## src/rtl/ew_mat_pkg.sv

```systemverilog
// rtl/ew_mat_pkg.sv - shared op codes, FSM states and helpers for the elementwise matrix unit
package ew_mat_pkg;

    typedef enum logic [1:0] {
        OP_MUL = 2'b00,
        OP_ADD = 2'b01,
        OP_SUB = 2'b10
    } op_t;

    typedef enum logic [1:0] {
        S_IDLE = 2'b00,
        S_RUN  = 2'b01,
        S_DONE = 2'b10
    } state_t;

    function automatic int ceil_div(input int num, input int den);
        return (num + den - 1) / den;
    endfunction

endpackage

```

## src/rtl/ew_mat_mult_seq_if.sv

```systemverilog
// rtl/ew_mat_mult_seq_if.sv - operand/result handshake bundle for ew_mat_mult_seq
interface ew_mat_mult_seq_if #(
    parameter int N = 3,
    parameter int W = 8
);
    logic                   in_valid;
    logic                   in_ready;
    logic [1:0]             op;
    logic [N*N*W-1:0]       A;
    logic [N*N*W-1:0]       B;
    logic                   out_valid;
    logic                   out_ready;
    logic [N*N*2*W-1:0]     Res;

    modport master (
        output in_valid, op, A, B, out_ready,
        input  in_ready, out_valid, Res
    );

    modport slave (
        input  in_valid, op, A, B, out_ready,
        output in_ready, out_valid, Res
    );
endinterface

```

## src/rtl/ew_lane.sv

```systemverilog
// rtl/ew_lane.sv - single-element ALU: mul/add/sub on operands widened to 2W
module ew_lane
    import ew_mat_pkg::*;
#(
    parameter int W      = 8,
    parameter int SIGNED = 0
) (
    input  logic [W-1:0]   a,
    input  logic [W-1:0]   b,
    input  logic [1:0]     op,
    output logic [2*W-1:0] r
);

    logic [2*W-1:0] a_x;
    logic [2*W-1:0] b_x;

    // Widen both operands, then compute modulo 2^(2W); the low 2W bits of a
    // product of sign-extended operands are the exact signed product.
    always_comb begin
        if (SIGNED != 0) begin
            a_x = {{W{a[W-1]}}, a};
            b_x = {{W{b[W-1]}}, b};
        end else begin
            a_x = {{W{1'b0}}, a};
            b_x = {{W{1'b0}}, b};
        end
        case (op_t'(op))
            OP_ADD:  r = a_x + b_x;
            OP_SUB:  r = a_x - b_x;
            default: r = a_x * b_x;
        endcase
    end

endmodule

```

## src/rtl/ew_mat_mult_seq.sv

```systemverilog
// rtl/ew_mat_mult_seq.sv - sequential NxN elementwise matrix op, LANES elements per clock
module ew_mat_mult_seq
    import ew_mat_pkg::*;
#(
    parameter int N      = 3,
    parameter int W      = 8,
    parameter int LANES  = 1,
    parameter int SIGNED = 0
) (
    input  logic             clk,
    input  logic             rst,
    ew_mat_mult_seq_if.slave bus
);

    localparam int NE         = N * N;
    localparam int EW         = 2 * W;
    localparam int IW         = $clog2(NE + LANES);
    localparam int RUN_CYCLES = ceil_div(NE, LANES);
    // idx value during the final RUN cycle, i.e. the cycle that writes element NE-1
    localparam int LAST_IDX   = (RUN_CYCLES - 1) * LANES;

    state_t              state_q, state_d;
    logic [IW-1:0]       idx_q, idx_d;
    logic [NE*W-1:0]     a_q, a_d;
    logic [NE*W-1:0]     b_q, b_d;
    logic [1:0]          op_q, op_d;
    logic [NE*EW-1:0]    res_q, res_d;

    logic                in_ready;
    logic                out_valid;
    logic                accept;
    logic                last_run;

    logic [W-1:0]        lane_a [LANES];
    logic [W-1:0]        lane_b [LANES];
    logic [EW-1:0]       lane_r [LANES];

    assign accept   = bus.in_valid && in_ready;
    assign last_run = (idx_q == IW'(LAST_IDX));

    // State register and datapath flops; reset discards any partial result.
    always_ff @(posedge clk or posedge rst) begin
        if (rst) begin
            state_q <= S_IDLE;
            idx_q   <= '0;
            a_q     <= '0;
            b_q     <= '0;
            op_q    <= '0;
            res_q   <= '0;
        end else begin
            state_q <= state_d;
            idx_q   <= idx_d;
            a_q     <= a_d;
            b_q     <= b_d;
            op_q    <= op_d;
            res_q   <= res_d;
        end
    end

    // Next state: DONE with out_ready and a waiting operand set jumps straight to RUN.
    always_comb begin
        state_d = state_q;
        case (state_q)
            S_IDLE: if (accept) state_d = S_RUN;
            S_RUN:  if (last_run) state_d = S_DONE;
            S_DONE: if (bus.out_ready) state_d = accept ? S_RUN : S_IDLE;
            default: state_d = S_IDLE;
        endcase
    end

    // Handshake outputs: ready in IDLE, or in DONE when the result is being taken.
    always_comb begin
        in_ready  = 1'b0;
        out_valid = 1'b0;
        case (state_q)
            S_IDLE: in_ready = 1'b1;
            S_DONE: begin
                out_valid = 1'b1;
                in_ready  = bus.out_ready;
            end
            default: ;
        endcase
    end

    assign bus.in_ready  = in_ready;
    assign bus.out_valid = out_valid;
    assign bus.Res       = res_q;

    // Route the current window of operand elements to the lanes; lanes past NE-1 idle at zero.
    always_comb begin
        for (int l = 0; l < LANES; l++) begin
            lane_a[l] = '0;
            lane_b[l] = '0;
            if (int'(idx_q) + l < NE) begin
                lane_a[l] = a_q[(int'(idx_q) + l) * W +: W];
                lane_b[l] = b_q[(int'(idx_q) + l) * W +: W];
            end
        end
    end

    genvar g;
    generate
        for (g = 0; g < LANES; g++) begin : g_lane
            ew_lane #(
                .W      (W),
                .SIGNED (SIGNED)
            ) u_lane (
                .a  (lane_a[g]),
                .b  (lane_b[g]),
                .op (op_q),
                .r  (lane_r[g])
            );
        end
    endgenerate

    // Operand capture on accept; in RUN, write one window of results and advance idx.
    always_comb begin
        a_d   = a_q;
        b_d   = b_q;
        op_d  = op_q;
        idx_d = idx_q;
        res_d = res_q;
        if (accept) begin
            a_d   = bus.A;
            b_d   = bus.B;
            op_d  = bus.op;
            idx_d = '0;
        end else if (state_q == S_RUN) begin
            idx_d = idx_q + IW'(LANES);
            for (int l = 0; l < LANES; l++) begin
                if (int'(idx_q) + l < NE) begin
                    res_d[(int'(idx_q) + l) * EW +: EW] = lane_r[l];
                end
            end
        end
    end

endmodule

```

## src/flat_wrapper.sv

```systemverilog
// flat-port wrapper written by rule: the top's interface ports become plain ports
module ew_mat_mult_seq_flat import ew_mat_pkg::*;
#(
    parameter int N      = 3,
    parameter int W      = 8,
    parameter int LANES  = 1,
    parameter int SIGNED = 0
)
  (clk, rst, bus_in_valid, bus_op, bus_A, bus_B, bus_out_ready, bus_in_ready, bus_out_valid, bus_Res);
  ew_mat_mult_seq_if #(.N(N), .W(W)) bus_i ();
  input  logic clk;
  input  logic rst;
  input wire logic [$bits(bus_i.in_valid)-1:0] bus_in_valid;
  input wire logic [$bits(bus_i.op)-1:0] bus_op;
  input wire logic [$bits(bus_i.A)-1:0] bus_A;
  input wire logic [$bits(bus_i.B)-1:0] bus_B;
  input wire logic [$bits(bus_i.out_ready)-1:0] bus_out_ready;
  output wire logic [$bits(bus_i.in_ready)-1:0] bus_in_ready;
  output wire logic [$bits(bus_i.out_valid)-1:0] bus_out_valid;
  output wire logic [$bits(bus_i.Res)-1:0] bus_Res;
  assign bus_i.in_valid = bus_in_valid;
  assign bus_i.op = bus_op;
  assign bus_i.A = bus_A;
  assign bus_i.B = bus_B;
  assign bus_i.out_ready = bus_out_ready;
  assign bus_in_ready = bus_i.in_ready;
  assign bus_out_valid = bus_i.out_valid;
  assign bus_Res = bus_i.Res;
  ew_mat_mult_seq #(.N(N), .W(W), .LANES(LANES), .SIGNED(SIGNED)) u_core (.clk(clk), .rst(rst), .bus(bus_i));
endmodule
```

## config.mk

```make
export PLATFORM = sky130hd
export DESIGN_NAME = ew_mat_mult_seq_flat
export DESIGN_NICKNAME = d
export VERILOG_FILES = /design/src/rtl/ew_mat_pkg.sv /design/src/rtl/ew_mat_mult_seq_if.sv /design/src/rtl/ew_lane.sv /design/src/rtl/ew_mat_mult_seq.sv /design/src/flat_wrapper.sv
export SDC_FILE = /design/constraint.sdc
export NUM_CORES = 1
export LEC_CHECK = 0
export CAP_MARGIN = 20
export CORE_MARGIN = 2
export CORE_UTILIZATION = 55
export CTS_BUF_LIST = sky130_fd_sc_hd__clkbuf_16
export DETAILED_ROUTE_END_ITERATION = 10
export GPL_ROUTABILITY_DRIVEN = 1
export HOLD_SLACK_MARGIN = 0.03
export PLACE_DENSITY = 0.83
export SETUP_SLACK_MARGIN = 0.4
export SLEW_MARGIN = 0
export SYNTH_ARGS = -nofsm -noshare
export SYNTH_HDL_FRONTEND = slang
export SYNTH_HIERARCHICAL = 1
export SYNTH_SLANG_ARGS = --single-unit
```

## constraint.sdc

```tcl
create_clock -name clk -period 32.1 [get_ports clk]
set_input_delay 6.42 -clock clk [delete_from_list [all_inputs] [get_ports clk]]
set_output_delay 6.42 -clock clk [all_outputs]
set_load 0.05 [all_outputs]
```

; ---- Yosys cells after proc, flatten, opt, wreduce, memory -nomap -nowiden
; Index checks and enable logic that the tools add are counted.
[totals]
regBits = 296
out_inout_bits = 146
[op_classes]
bitwise_logic = 1
n_shift = 4
mux = 13
add_sub_neg = 4
multipliers = 1
n_reduce_logical = 5
eq_ne = 8
order_cmp = 1
[op_table]
columns = op, count
row1 = 144-bit bitwise mux, 1
row2 = "16-bit by 33-bit variable shift with 144-bit output, first input constant", 1
row3 = 16-bit by 33-bit variable part select with 144-bit output, 1
row4 = 72-bit by 8-bit variable part select with 8-bit output, 2
row5 = 8-bit negator with 33-bit output, 1
row6 = 16-bit case mux with 2 select lines, 1
row7 = 8-bit by 8-bit multiplier with 16-bit output, 1
row8 = 8-bit two-way mux, 2
row9 = 8-bit by 8-bit adder with 9-bit output, 1
row10 = 8-bit by 8-bit subtractor with 9-bit output, 1
row11 = 4-bit two-way mux, 2
row12 = 2-bit two-way mux, 3
row13 = 2-bit case mux with 3 select lines, 1
row14 = 3-bit AND reduction, 2
row15 = "4-bit by 1-bit adder with 4-bit output, second input constant", 1
row16 = "2-bit by 1-bit equality test with 1-bit output, second input constant", 2
row17 = "2-bit equality test, second input constant", 2
row18 = "4-bit equality test, second input constant", 1
row19 = "4-bit < comparator, second input constant", 1
row20 = "2-bit by 1-bit inequality test with 1-bit output, second input constant", 2
row21 = 2-bit logical NOT, 1
row22 = 1-bit two-way mux, 2
row23 = "2-bit inequality test, second input constant", 1
row24 = 1-bit case mux with 2 select lines, 1
row25 = 3 further kinds, 3

; ---- Logic depth before layout (Yosys ltp)
; Gate-level depths: netlist (run 1).
[logic_depth]
word_depth = 6
depth_mapped = 30
ltp_nobuf = 26

; ---- Hierarchy
; The synthesis (run 1) kept the hierarchy.
[modules_own_cells]
columns = module, area_per_inst_um2, cells_each, seq_area_each_um2, n_inst
row1 = ew_mat_mult_seq, 13167.6, 961, 7407.1, 1
row2 = ew_lane, 3031.7, 380, 0.0, 1

; ---- Least setup slack after synthesis (run 1)
; Ideal clock, no wire load.
[synth_timing]
path_type = input -> output
startpoint = input bus_out_ready
endpoint = output bus_in_ready
path_slack_ps = 18446
required_time_ps = 25680
path_stages = 2
t_arrival_ps = 7234
path_buffers = 0
cell_sequence = inv_1 > a21oi_1
[synth_between]
elab_chain_len = 1
[synth_rtl]
columns = element, line
row1 = from (decl), flat_wrapper.sv:17  ; input wire logic [$bits(bus_i.out_ready)-1:0] bus_out_ready;
row2 = 1-bit case mux with 2 select lines, ew_mat_mult_seq.sv:75  ; case (state_q)
row3 = to (decl), flat_wrapper.sv:18  ; output wire logic [$bits(bus_i.in_ready)-1:0] bus_in_ready;
; Every way passes these cells.

; ---- Worst setup path in the final report (run 1)
; Ends and elaborated chain as after synthesis.

==> impl_metrics.tcl, run 1 <==
set metrics [dict create \
    outcome "finished, final reports clean" \
    hp-start "u_core/bus.Res[9]" \
    final.setup.tns_ns 0 \
    cts_buffers 34 \
    grt_pass1_wl_um 67300 \
    timing.rr.end "u_core/bus.Res[125]" \
    final.min_clock_period_ns 14.33 \
    num_rows 62 \
    synthTopCellsByArea "dfrtp_1 46%, mux2_2 18%, fa_1 4.7%, ha_1 4.4%, and2_1 3.2%" \
    drive_gt1_share_pct 23.5 \
    cp_max_fo 3 \
    yosys.cell_count.top_type "dfrtp_1" \
    clockBufferDepth 3 \
    grt_max_degree 152 \
    post-place-ws_ns 17.78 \
    core_um2 28900 \
    worst-path-stages 4 \
    antenna_found_initial 4 \
    min_path_cells 2 \
    synthDistinctLibCells 79 \
    yosysTopAreaCell "dfrtp_1" \
    cp_cell_sequence "clkdlybuf4s50_1, inv_1, a21oi_1, clkdlybuf4s50_1" \
    cts_sinks 296 \
    drv_cap 0 \
    clock_latency_ns 0.51 \
    max-slew-margin-rel_pct 30.7 \
    crit_start "bus_out_ready" \
    areaGrowthSynthToFinish_pct 27.1 \
    cp-endpoint "bus_in_ready" \
    worstSetupPathType "in2out" \
    grt_overflow_total 0 \
    fin_skew_ns 0.0170 \
    ys_top_cells_by_count "296 x dfrtp_1, 264 x mux2_2, 84 x and2_1" \
    ios 296 \
    ant_nets 0 \
    cts_setup_buffers 0 \
    drt-initial-drc-count 957 \
    r2r_slack_ns 24.53 \
    slew_viol_final 0 \
    start_kind "primary input" \
    wl_per_cell_um 20.9 \
    ys_ff_latch 296 \
    worstSetupEndpointType "primary output" \
    async_reset_ff_share_pct 100 \
    grt_pass1_vias 12100 \
    viasPerCell 5.71 \
    postCtsHoldBufs 0 \
    min_period_over_period_pct 44.6 \
    grt_use_total_pct 27.8 \
    wirelength_um 42400 \
    drc 0 \
    die_w_um 176 \
    final_nets 1863 \
    critical-path-top-delay-family "buffers and inverters" \
    final.setup.worst_slack_ns 17.77 \
    die_h_um 176 \
    avgSynthCellArea_um2 12.1 \
    numPortBuffers 295 \
    crit_top_cell "clkdlybuf4s50_1" \
    place_congestion 0.897 \
    cts_tree "done" \
    hold_class "reg2reg" \
    reg2reg_depth 22 \
    crit_path_max_incr_delay_ns 0.82 \
    synth_cells 1341 \
    r2r_start "u_core/idx_q[0]" \
    path_clk_slew_ns 0.05 \
    yosys_warnings 6 \
    ys_seq_area_share_pct 45.7 \
    synth_fp_nets 1586 \
    ys.flop_type "dfrtp_1" \
    path_buf_inv 3 \
    first_pass_iters 5 \
    start_util_pct 56.1 \
    ctsResizeCount 0 \
    cp_slowest_cell "clkdlybuf4s50_1" \
    cts_root_buf "clkbuf_16" \
    fmax_mhz 69.8 \
    rsz0062_at_grt "false" \
    cts_max_level 2 \
    die_area_um2 30800 \
    vias 11600 \
    netlist_area_um2 16200 \
    worstPathArrival_ns 7.91 \
    hpwl_um 30300 \
    n_fill_cell 2030 \
    final_hold_viol_count 0 \
    tightest_slew_ns 1.03 \
    required_ns 25.68 \
    synth_edf_count 0 \
    setup_viol 0 \
    netlist.area_leader.share_pct 45.7 \
]
## layer usage
metal  global-route usage (%)  vias up  wire, µm  share of wire [%]
met5                        0        -         0                  0
met4                     9.40        0      1370                3.2
met3                     5.76       88      2850                6.7
met2                     45.5      357     20600                 49
met1                     37.3     5889     17500                 41
li1                         -     5259         -                  -
## cell families (layout without fill, tap and decap cells)
logic type                 count (synthesis)  in the layout  synth area share, %
other                                      0              3                    0
muxes                                    303            303                 22.2
adders and majority gates                 95             95                 9.10
xor gates and xnor gates                  11             11                0.757
AOI/OAI and AO/OA                        181            181                 7.87
and+or+nand+nor                          301            301                 10.3
DFF                                      296            296                 45.7
buffers and inverters                    154            455                 4.07
## placed cells by master, fill, tap and decap left out, types with 5 or more instances in the layout
master             n
a21oi_1           13
nand3_1           20
dfrtp_1          295
nor2_1            34
o21ai_1           12
a21o_2             5
o31ai_1           21
fa_1              38
mux2_1            22
nand2b_1           7
clkdlybuf4s50_1  295
o221ai_1          17
nand2_1           81
nand4_1            5
nor2b_1           21
xnor2_1            5
mux4_2            16
buf_4             15
clkinv_1          12
a21o_1             9
a211oi_1           5
mux2_2           264
ha_1              57
and2_1            84
and3_1            19
o21ai_0           56
inv_1             79
clkbuf_16         35
## registers in the layout (all words and copies together), names as in the netlist
name / count
u_core/op_q: 2
u_core/b_q: 72
u_core/a_q: 72
u_core/bus.Res: 144
u_core/state_q: 2
u_core/idx_q: 4
## area by class of cell
type	count	area, µm²	area share (%)
clock buffer	35	876	4.25
antenna	3	7.51	0.0364
tap	384	480	2.33
multi-input combinational	891	8160	39.6
timing repair buffer	318	3200	15.5
clock inverter	25	168	0.814
inverter	77	297	1.44
sequential	296	7410	36.0
## worst min-delay path, delay by kind of cell (launching register included)
| kind | cells | cell delay [ns] |
|---|---|---|
| compound gates | 1 | 0.06 |
| flops | 1 | 0.34 |
| simple gates | 1 | 0.05 |
## how the worst min path moves through the flow
| stage | endpoint | slack [ns] |
|---|---|---|
| finish | u_core/bus.Res[9] | 0.48 |
| global route | u_core/bus.Res[5] | 0.50 |
| CTS | u_core/bus.Res[116] | 0.49 |
| detailed placement | u_core/bus.Res[116] | 0.48 |
| global placement | u_core/bus.Res[0] | 0.46 |
| floorplan | u_core/a_q[10] | 0.47 |
## per-stage QoR
step / util (%) / area [µm²] / hold slack, ns / std cells
after detailed placement: 67.4 / 19400 / 0.476 / 1959
after global placement: 67.3 / 19400 / 0.464 / 1958
final: 71.4 / 20600 / 0.481 / 2029
after CTS: 71.0 / 20500 / 0.489 / 2019
after floorplan: - / 16200 / 0.475 / 1341
after global routing: 71.4 / 20600 / 0.503 / 2029
Power of run 1 is left out: the tool's default activity adds up to more than one toggle a clock period on the data nets, which glitch-free logic cannot reach.
==> run 2: changes to the inputs <==
--- a/config.mk
+++ b/config.mk
@@ -7,12 +7,12 @@
 export LEC_CHECK = 0
 export CAP_MARGIN = 20
 export CORE_MARGIN = 2
-export CORE_UTILIZATION = 55
+export CORE_UTILIZATION = 48
 export CTS_BUF_LIST = sky130_fd_sc_hd__clkbuf_16
 export DETAILED_ROUTE_END_ITERATION = 10
 export GPL_ROUTABILITY_DRIVEN = 1
 export HOLD_SLACK_MARGIN = 0.03
-export PLACE_DENSITY = 0.83
+export PLACE_DENSITY = 0.77
 export SETUP_SLACK_MARGIN = 0.4
 export SLEW_MARGIN = 0
 export SYNTH_ARGS = -nofsm -noshare
==> constraint.sdc (replaced) <==
create_clock -name clk -period 11.7 [get_ports clk]
set_input_delay 2.34 -clock clk [delete_from_list [all_inputs] [get_ports clk]]
set_output_delay 2.34 -clock clk [all_outputs]
set_load 0.05 [all_outputs]
==> impl_metrics.tcl, run 2 (same netlist as run 1, synthesis figures left out) <==
set metrics [dict create \
    cts_sinks 296 \
    max-slew-margin-rel_pct 26.8 \
    ctsResizeCount 0 \
    tightest_slew_ns 1.10 \
    cts_root_buf "clkbuf_16" \
    final.setup.worst_slack_ns 3.95 \
    final.setup.tns_ns 0 \
    num_rows 67 \
    grt_max_degree 145 \
    register_area_um2 7410 \
    grt_use_total_pct 25.0 \
    wl_per_cell_um 21.0 \
    grt_pass1_wl_um 68900 \
    fmax_mhz 129 \
    place_congestion 0.917 \
    stdcell_count 2088 \
    start_kind "register" \
    worstPathArrival_ns 8.16 \
    outcome "finished, final reports clean" \
    wirelength_um 43800 \
    cts_max_level 2 \
    cts_tree "done" \
    multi_input_area_um2 8160 \
    cts_setup_buffers 0 \
    first_pass_iters 5 \
    slew_viol_final 0 \
    final_nets 1859 \
    ant_nets 0 \
    numPortBuffers 295 \
    layout_common_cells "295 x clkdlybuf4s50_1, 295 x dfrtp_1, 264 x mux2_2" \
    die_area_um2 35200 \
    n_fill_cell 2700 \
    post-place-ws_ns 4.00 \
    postCtsHoldBufs 0 \
    drc 0 \
    required_ns 12.10 \
    areaGrowthSynthToFinish_pct 27.3 \
    rsz0062_at_grt "false" \
    drt-initial-drc-count 699 \
    utilization_pct 61.8 \
    fin_skew_ns 0.0199 \
    final.min_clock_period_ns 7.75 \
    worstSetupEndpointType "register" \
    vias 11600 \
    path_clk_slew_ns 0.06 \
    core_um2 33400 \
    hpwl_um 32000 \
    placed_cells 2025 \
    cts_buffers 34 \
    ios 296 \
    clockBufferDepth 3 \
    largest_reg_flops 144 \
    crit_path_max_incr_delay_ns 0.82 \
    final_hold_viol_count 0 \
    antenna_found_initial 5 \
    hold_class "reg2reg" \
    grt_overflow_total 0 \
    crit_top_cell "fa_1" \
    die_h_um 188 \
    die_w_um 188 \
    setup_viol 0 \
    cp_cell_sequence "inv_2, ha_1, nand3b_1, nor3_2, nand2_1, o21ai_1, nand2_1, fa_1, fa_1, inv_1, fa_1, inv_1, fa_1, inv_1, ha_1, o21a_1, o31a_1, o31ai_4, a211oi_1, or3_1, a31o_2, and2_1, and2_1, mux2_2" \
    cp_max_fo 40 \
    worstSetupPathType "reg2reg" \
    start_util_pct 48.6 \
    drv_cap 0 \
    viasPerCell 5.54 \
    grt_pass1_vias 12200 \
    drive_gt1_share_pct 23.5 \
    min_period_over_period_pct 66.3 \
    clock_latency_ns 0.52 \
    cp_slowest_cell "nor3_2" \
]
## run 2: final timing paths
check	startpoint	end	slack, ns	depth (start not counted)
max	u_core/idx_q[0]	u_core/bus.Res[125]	3.95	24
min	u_core/bus.Res[1]	u_core/bus.Res[1]	0.48	2
max reg2reg	u_core/idx_q[0]	u_core/bus.Res[125]	3.95	24
min reg2reg	u_core/bus.Res[1]	u_core/bus.Res[1]	0.48	2
max in group asynchronous	rst	u_core/bus.Res[24]	7.69	3
min in group asynchronous	rst	u_core/bus.Res[21]	2.48	2
## run 2: area by class of cell
class                      count  share of cell area (%)
inverter                      77                    1.44
multi-input combinational    891                    39.6
timing repair buffer         314                    15.2
antenna                        3                  0.0364
sequential                   296                    35.9
clock inverter                25                    1.00
clock buffer                  34                    4.13
tap                          448                    2.72
## run 2: worst max-delay path, delay by kind of cell (launching register included)
family                     cells  cell delay [ns]
AOI/OAI and AO/OA              6             1.48
adders and majority gates      6             2.88
buffers and inverters          4             0.35
DFF                            1             0.70
muxes                          1             0.25
and+or+nand+nor                7             1.98
## run 2: through the flow
stage / hold WS (ns) / instance area, µm²
final: 0.475 / 20600
after floorplan: 0.475 / 16200
after global placement: 0.464 / 19500
after CTS: 0.483 / 20600
after detailed placement: 0.470 / 19500
after global routing: 0.514 / 20600
## run 2: layer usage
metal | part of all wire [%] | up-vias | GRT usage (%) | wire length (µm)
li1 | - | 5260 | - | -
met1 | 41 | 5880 | 32.2 | 18200
met2 | 50 | 344 | 42.4 | 21700
met3 | 5.6 | 88 | 4.04 | 2440
met4 | 3.4 | 4 | 9.36 | 1470
met5 | 0.059 | - | 0 | 26
Power of run 2 is left out for the same reason.
==> run 3: changes to the inputs <==
--- a/config.mk
+++ b/config.mk
@@ -7,12 +7,12 @@
 export LEC_CHECK = 0
 export CAP_MARGIN = 20
 export CORE_MARGIN = 2
-export CORE_UTILIZATION = 48
+export CORE_UTILIZATION = 53
 export CTS_BUF_LIST = sky130_fd_sc_hd__clkbuf_16
 export DETAILED_ROUTE_END_ITERATION = 10
 export GPL_ROUTABILITY_DRIVEN = 1
 export HOLD_SLACK_MARGIN = 0.03
-export PLACE_DENSITY = 0.77
+export PLACE_DENSITY = 0.81
 export SETUP_SLACK_MARGIN = 0.4
 export SLEW_MARGIN = 0
 export SYNTH_ARGS = -nofsm -noshare
==> constraint.sdc (replaced) <==
create_clock -name clk -period 7.32 [get_ports clk]
set_input_delay 1.464 -clock clk [delete_from_list [all_inputs] [get_ports clk]]
set_output_delay 1.464 -clock clk [all_outputs]
set_load 0.05 [all_outputs]
==> impl_metrics.tcl, run 3 (same netlist as run 1, synthesis figures left out) <==
set metrics [dict create \
    outcome "finished, final reports clean" \
    drv_cap 0 \
    die_h_um 179 \
    postCtsHoldBufs 0 \
    worstSetupPathType "reg2reg" \
    final_nets 1871 \
    drc 0 \
    vias 11800 \
    place_congestion 0.901 \
    cts_max_level 2 \
    tightest_slew_ns 1.10 \
    die_area_um2 32000 \
    layout_common_cells "295 x clkdlybuf4s50_1, 295 x dfrtp_1, 264 x mux2_2" \
    ant_nets 0 \
    worstSetupEndpointType "register" \
    max-slew-margin-rel_pct 26.5 \
    required_ns 7.71 \
    core_um2 30300 \
    areaGrowthSynthToFinish_pct 27.9 \
    cts_tree "done" \
    drt-initial-drc-count 942 \
    min_period_over_period_pct 90.3 \
    viasPerCell 5.75 \
    cts_buffers 34 \
    cp_max_fo 12 \
    hpwl_um 32100 \
    wirelength_um 44300 \
    fmax_mhz 151 \
    num_rows 64 \
    final.setup.tns_ns 0 \
    grt_pass1_wl_um 68600 \
    final_hold_viol_count 0 \
    rsz0062_at_grt "false" \
    cts_sinks 296 \
    clock_latency_ns 0.51 \
    die_w_um 179 \
    register_area_um2 7410 \
    first_pass_iters 5 \
    cts_root_buf "clkbuf_16" \
    final.min_clock_period_ns 6.61 \
    grt_use_total_pct 27.9 \
    start_util_pct 53.4 \
    clockBufferDepth 3 \
    numPortBuffers 295 \
    wl_per_cell_um 21.6 \
    path_clk_slew_ns 0.06 \
    n_fill_cell 2230 \
    grt_pass1_vias 12100 \
    drive_gt1_share_pct 25.0 \
    start_kind "register" \
    grt_max_degree 158 \
    worstPathArrival_ns 7.00 \
    stdcell_count 2053 \
    antenna_found_initial 9 \
    hold_class "reg2reg" \
    slew_viol_final 0 \
    largest_reg_flops 144 \
    setup_viol 0 \
    placed_cells 1982 \
    ios 296 \
    fin_skew_ns 0.0120 \
    multi_input_area_um2 8200 \
    grt_overflow_total 0 \
]
## run 3: worst max-delay path: stages (launching register included)
cell      delay (ns)
dfrtp_4         0.44
buf_12          0.11
buf_4           0.18
buf_4           0.23
mux2_2          0.39
o221ai_1        0.23
o21ai_2         0.18
and2_1          0.23
fa_1            0.46
fa_1            0.56
inv_1           0.06
fa_1            0.46
fa_1            0.55
inv_1           0.04
ha_1            0.33
o21a_1          0.20
o31a_1          0.14
o31ai_4         0.28
a211oi_1        0.16
or3_1           0.33
a31o_2          0.29
and2_1          0.20
and2_1          0.16
mux2_2          0.26
## run 3: worst paths after layout
path	cells past startpoint	to	slack, ns	start
worst min-delay path	2	u_core/bus.Res[0]	0.48	u_core/bus.Res[0]
worst max-delay path	23	u_core/bus.Res[125]	0.71	u_core/idx_q[0]
max in group asynchronous	4	u_core/a_q[59]	4.29	rst
worst min register to register	2	u_core/bus.Res[0]	0.48	u_core/bus.Res[0]
min in group asynchronous	2	u_core/a_q[0]	1.35	rst
worst max register to register	23	u_core/bus.Res[125]	0.71	u_core/idx_q[0]
## run 3: through the flow
stage / area, µm² / utilization (%) / hold slack, ns / setup slack (ns)
finish: 20700 / 68.3 / 0.480 / 0.712
global route: 20700 / 68.3 / 0.499 / 0.459
CTS: 20600 / 67.8 / 0.483 / 0.446
detailed placement: 19600 / 64.5 / 0.470 / 0.485
global placement: 19600 / 64.5 / 0.462 / 0.594
floorplan: 16200 / - / 0.475 / 0.490
## run 3: layout make-up
type                       instances  share of cell area (%)
antenna                            8                  0.0966
clock buffer                      35                    4.23
clock inverter                    24                   0.737
inverter                          77                    1.41
multi-input combinational        891                    39.6
sequential                       296                    35.8
tap                              396                    2.39
timing repair buffer             326                    15.8
## run 3: routing by layer
metal | wire [µm] | track usage, % | vias up
li1 | - | - | 5284
met1 | 18000 | 37.1 | 6052
met2 | 22300 | 46.6 | 396
met3 | 2700 | 4.64 | 81
met4 | 1330 | 9.15 | 0
met5 | 0 | 0 | -
## run 3: repair_timing
| action | CTS | global route |
|---|---|---|
| buffers inserted | 0 | 3 |
| cloned | 0 | 0 |
| setup endpoints to repair | 1 | 24 |
| resized for setup | 1 | 13 |
Power of run 3 is left out for the same reason.
==> variant 1, RTL diff (flow settings as in run 2) <==
`b_q` no longer has a reset.
--- a/src/rtl/ew_mat_mult_seq.sv
+++ b/src/rtl/ew_mat_mult_seq.sv
@@ -46,3 +46,2 @@
             a_q     <= '0;
-            b_q     <= '0;
             op_q    <= '0;
@@ -53,3 +52,2 @@
             a_q     <= a_d;
-            b_q     <= b_d;
             op_q    <= op_d;
@@ -57,2 +55,6 @@
         end
+    end
+
+    always_ff @(posedge clk) begin
+        b_q <= b_d;
     end
Check against the original RTL: not settled (the Yosys comparison gave no result); the edit may change what the design does.
==> variant 1 against run 2 <==
  * Routed wire length is 7.2% lower
  * Synthesized cell count is 9.4% lower
  * Worst setup slack better by 89 ps
  * Final area is 3.8% lower
  * Area after synthesis is 4.6% lower
  * Non-clock buffer count is 3 lower
  * Global-route usage is 0.35 points lower
  * Die area is 4.5% lower
  * Count of clock-buffer cells in the layout is 2 higher
  * Sequential cell count stayed put
  * Critical path type unchanged
Power is not shown: default switching activity piles up to over one toggle a cycle in this logic, so the estimate is an artifact.
==> variant 1: results (changes against run 2) <==
Met2 Routed Length=20400 µm (-6.2%); Slew headroom=30.6% (+3.9 points); Fin Hold WS=484 ps (+8.19 ps); reg2reg path depth=22 (-8.3%); Post-Syn Nets=1460 (-7.9%); Post-Synth Adder-Cell Area=9.54% (+0.44 points); top cells by area, synth=dfrtp_1 (36%), edfxtp_1 (14%), mux2_2 (11%), fa_1 (4.9%), ha_1 (4.6%); first-pass GRT wire length=63700 µm (-7.6%); DR iter-0 viols=780 (+12%); worst clock skew=15.1 ps (-4.84 ps); CP Max Fanout=57 (+43%); GPL Wtd Cong=0.866 (-5.5%); drt total wl=40700 µm (-7.2%); layout cells sized above 1=18.9% (-4.6 points); ys async rst share=75.7% (-24 points); cell family with most CP delay=adder cells; antenna violations before repair=7 (+2); met2 Use GR=41.3% (-1.1 points); CP max stage delay=840 ps (+20 ps); via/cell ratio=5.61 (+1.3%); Seq/Total Area, Yosys=50.3% (+4.5 points); met1 usage=31.3% (-0.88 points); largest net degree at the start of global routing=140 (-3.4%); GRT Overall Usage=24.6% (-0.35 points); EDFF count, synth=72 (+72); critical path data arrival time=8060 ps (-100 ps); Synth Area in Compound Gates=9.80% (+1.9 points); outcome=complete, no violations; drt pass-1 iters=7 (+2); Metal-1 WL=16500 µm (-9.1%); dpl cell area=18700 µm² (-4.1%); Worst Setup EP=u_core/bus.Res[125]$_DFFE_PP0P_; DP HPWL=29600 µm (-7.4%); Post-Synth XOR/XNOR Area=0.623% (-0.13 points); mux contribution to synthesized area=17.2% (-4.9 points); R2R setup slack=4040 ps (+90 ps); HP Class=reg2reg; vias in the first global route=11400 (-6.0%); met3 Use GR=4.46% (+0.41 points); HP Start=u_core/bus.Res[14]$_DFFE_PP0P_; synth cell count leaders=dfrtp_1 (224), mux2_2 (150), nand2_1 (86); slowest CP cell=dfrtp_4; nets@finish=1744 (-6.2%); Met3 Wirelength=2110 µm (-14%)
==> variant 1: changes by cell type in the layout (fill, tap and decap cells not counted), sizes merged, moves of 17 or more <==
cell | run 2 | this run
edfxtp | 0 | 72
dfrtp | 296 | 224
mux2 | 286 | 169
mux2i | 1 | 33
and2 | 84 | 53
nor2b | 21 | 4
==> variant 1: area by class of cell <==
class	count	area, µm²
Antenna cell	4	10.0
Clock buffer	36	901
Clock inverter	24	130
Fill cell	2409	11800
Inverter	77	297
Multi-Input combinational cell	779	7100
Sequential cell	296	7770
Tap cell	402	503
Timing Repair Buffer	311	3120
==> variant 1: cells by family after synthesis <==
logic type                 count (synthesis)
AOI/OAI and AO/OA                        205
buffers and inverters                    140
xor gates and xnor gates                  11
DFF                                      296
adders and majority gates                 95
and+or+nand+nor                          250
muxes                                    218
==> variant 1: through the flow <==
stage,setup WS (ps),util [%],std cells
floorplan,3230,-,1215
global placement,4260,59.2,1862
detailed placement,4070,59.2,1863
CTS,4040,62.5,1923
global route,3500,62.7,1929
finish,4040,62.7,1929
==> variant 2, RTL diff (flow settings as in run 2) <==
Without the edit above. `W` is set to 8 in 4 places; all go to 12.
--- a/src/rtl/ew_mat_mult_seq_if.sv
+++ b/src/rtl/ew_mat_mult_seq_if.sv
@@ -3,3 +3,3 @@
     parameter int N = 3,
-    parameter int W = 8
+    parameter int W = 12
 );
--- a/src/rtl/ew_lane.sv
+++ b/src/rtl/ew_lane.sv
@@ -4,3 +4,3 @@
 #(
-    parameter int W      = 8,
+    parameter int W      = 12,
     parameter int SIGNED = 0
--- a/src/rtl/ew_mat_mult_seq.sv
+++ b/src/rtl/ew_mat_mult_seq.sv
@@ -5,3 +5,3 @@
     parameter int N      = 3,
-    parameter int W      = 8,
+    parameter int W      = 12,
     parameter int LANES  = 1,
--- a/src/flat_wrapper.sv
+++ b/src/flat_wrapper.sv
@@ -4,3 +4,3 @@
     parameter int N      = 3,
-    parameter int W      = 8,
+    parameter int W      = 12,
     parameter int LANES  = 1,
Interface: changed (resized bus_A, bus_B and bus_Res); port bits go from 296 to 440. The function was not compared with the original's and may differ.
==> variant 2 against run 2 <==
  * Routed wire length up 93%
  * Final area up 62%
  * Worst setup slack worse by 1800 ps
  * Sequential cell count up 144
  * Sequential share of layout area down 2.9 points
  * Utilization down 1.5 points
  * Global-route usage up 4.3 points
  * Area after synthesis up 66%
  * Non-clock buffer count up 163
Power is not shown: default switching activity piles up to over one toggle a cycle in this logic, so the estimate is an artifact.
==> variant 2: results (changes against run 2) <==
outcome=complete, no violations; synth cell count leaders=dfrtp_1 (440), mux2_2 (382), nand2_1 (241); Post-Synthesis Cells=2402 (+79%); count of different cell masters after synthesis=101 (+28%); GPL Wtd Cong=0.931 (+1.5%); Slew headroom=23.0% (-3.8 points); hold depth=2 (unchanged); reg2reg path depth=27 (+13%); layout cells sized above 1=21.0% (-2.5 points); drt total wl=84500 µm (+93%); # placed instances=3472 (+71%); Yosys warnings=6 (unchanged); GRT Overall Usage=29.2% (+4.3 points); # port buffers=439 (+49%); Post-CTS Setup Repair Bufs=0 (unchanged); DP HPWL=63000 µm (+97%); vias post-DR=20800 (+80%); CP max stage delay=1070 ps (+250 ps); vias in the first global route=22000 (+81%); slowest CP cell=dfrtp_4; first-pass GRT wire length=129000 µm (+87%); FF-to-FF End=u_core/bus.Res[35]$_DFFE_PP0P_; R2R setup slack=2170 ps (-1780 ps); drt pass-1 iters=5 (unchanged); cell family with most CP delay=adder cells; dpl cell area=31900 µm² (+63%); max reg flops=216 (+50%); Seq/Total Area, Yosys=40.9% (-4.8 points); DR iter-0 viols=1572 (+120%); critical path data arrival time=10040 ps (+1880 ps); ys async rst share=100% (unchanged); Max Root-Sink Buffers=3 (unchanged); H-tree depth=2 (unchanged); top cells by area, synth=dfrtp_1 (41%), mux2_2 (16%), fa_1 (7.7%), ha_1 (4.5%), mux4_2 (4.0%); CTS Buf Count=46 (+35%); Post-Syn Nets=2823 (+78%); WS Path Type=reg2reg; worst clock skew=25.5 ps (+5.62 ps); RR Startpoint=u_core/idx_q[0]$_DFFE_PP0P_; largest net degree at the start of global routing=181 (+25%); WL/cell=23.6 µm (+12%); HP Start=u_core/bus.Res[7]$_DFFE_PP0P_; worst skew pair latency=580 ps (+60 ps); antenna violations before repair=20 (+15); Hold Path Sink=u_core/bus.Res[7]$_DFFE_PP0P_; HP Class=reg2reg; clk slew on worst S/H paths=60 ps (about the same); CP Max Fanout=69 (+73%); maximum clock rate=105 MHz (-19%); CTS resizes=0 (unchanged); CTS root buf=clkbuf_16; Post-Place Setup Slack=2090 ps (-1920 ps); nets@finish=3201 (+72%); Fin Hold WS=491 ps (+15.2 ps)
[variant 2: logic make-up after synthesis]
logic type	synth area share, %
xor gates and xnor gates	0.902
buffers and inverters	5.01
AOI/OAI and AO/OA	9.63
DFF	40.9
adders and majority gates	12.1
muxes	21.4
and+or+nand+nor	10.0
[variant 2: layer usage]
layer	GRT usage, %	part of all wire (%)	vias to the layer above
met3	5.40	7.0	195
met2	48.5	49	840
li1	-	-	9132
met4	12.6	4.3	2
met5	0	0.017	-
met1	37.7	40	10600
[variant 2: layout make-up]
| cell class | count | area, µm² |
|---|---|---|
| timing repair buffer | 477 | 4720 |
| antenna | 19 | 47.5 |
| fill | 4516 | 21900 |
| clock inverter | 35 | 165 |
| sequential | 440 | 11000 |
| multi-input combinational | 1615 | 14600 |
| tap | 748 | 936 |
| inverter | 200 | 754 |
| clock buffer | 47 | 1180 |
[variant 2: tightest hold or removal path, stage by stage, from the launching register on]
cell     delay, ps
dfrtp_1        340
nand2_1         50
o21ai_0         60
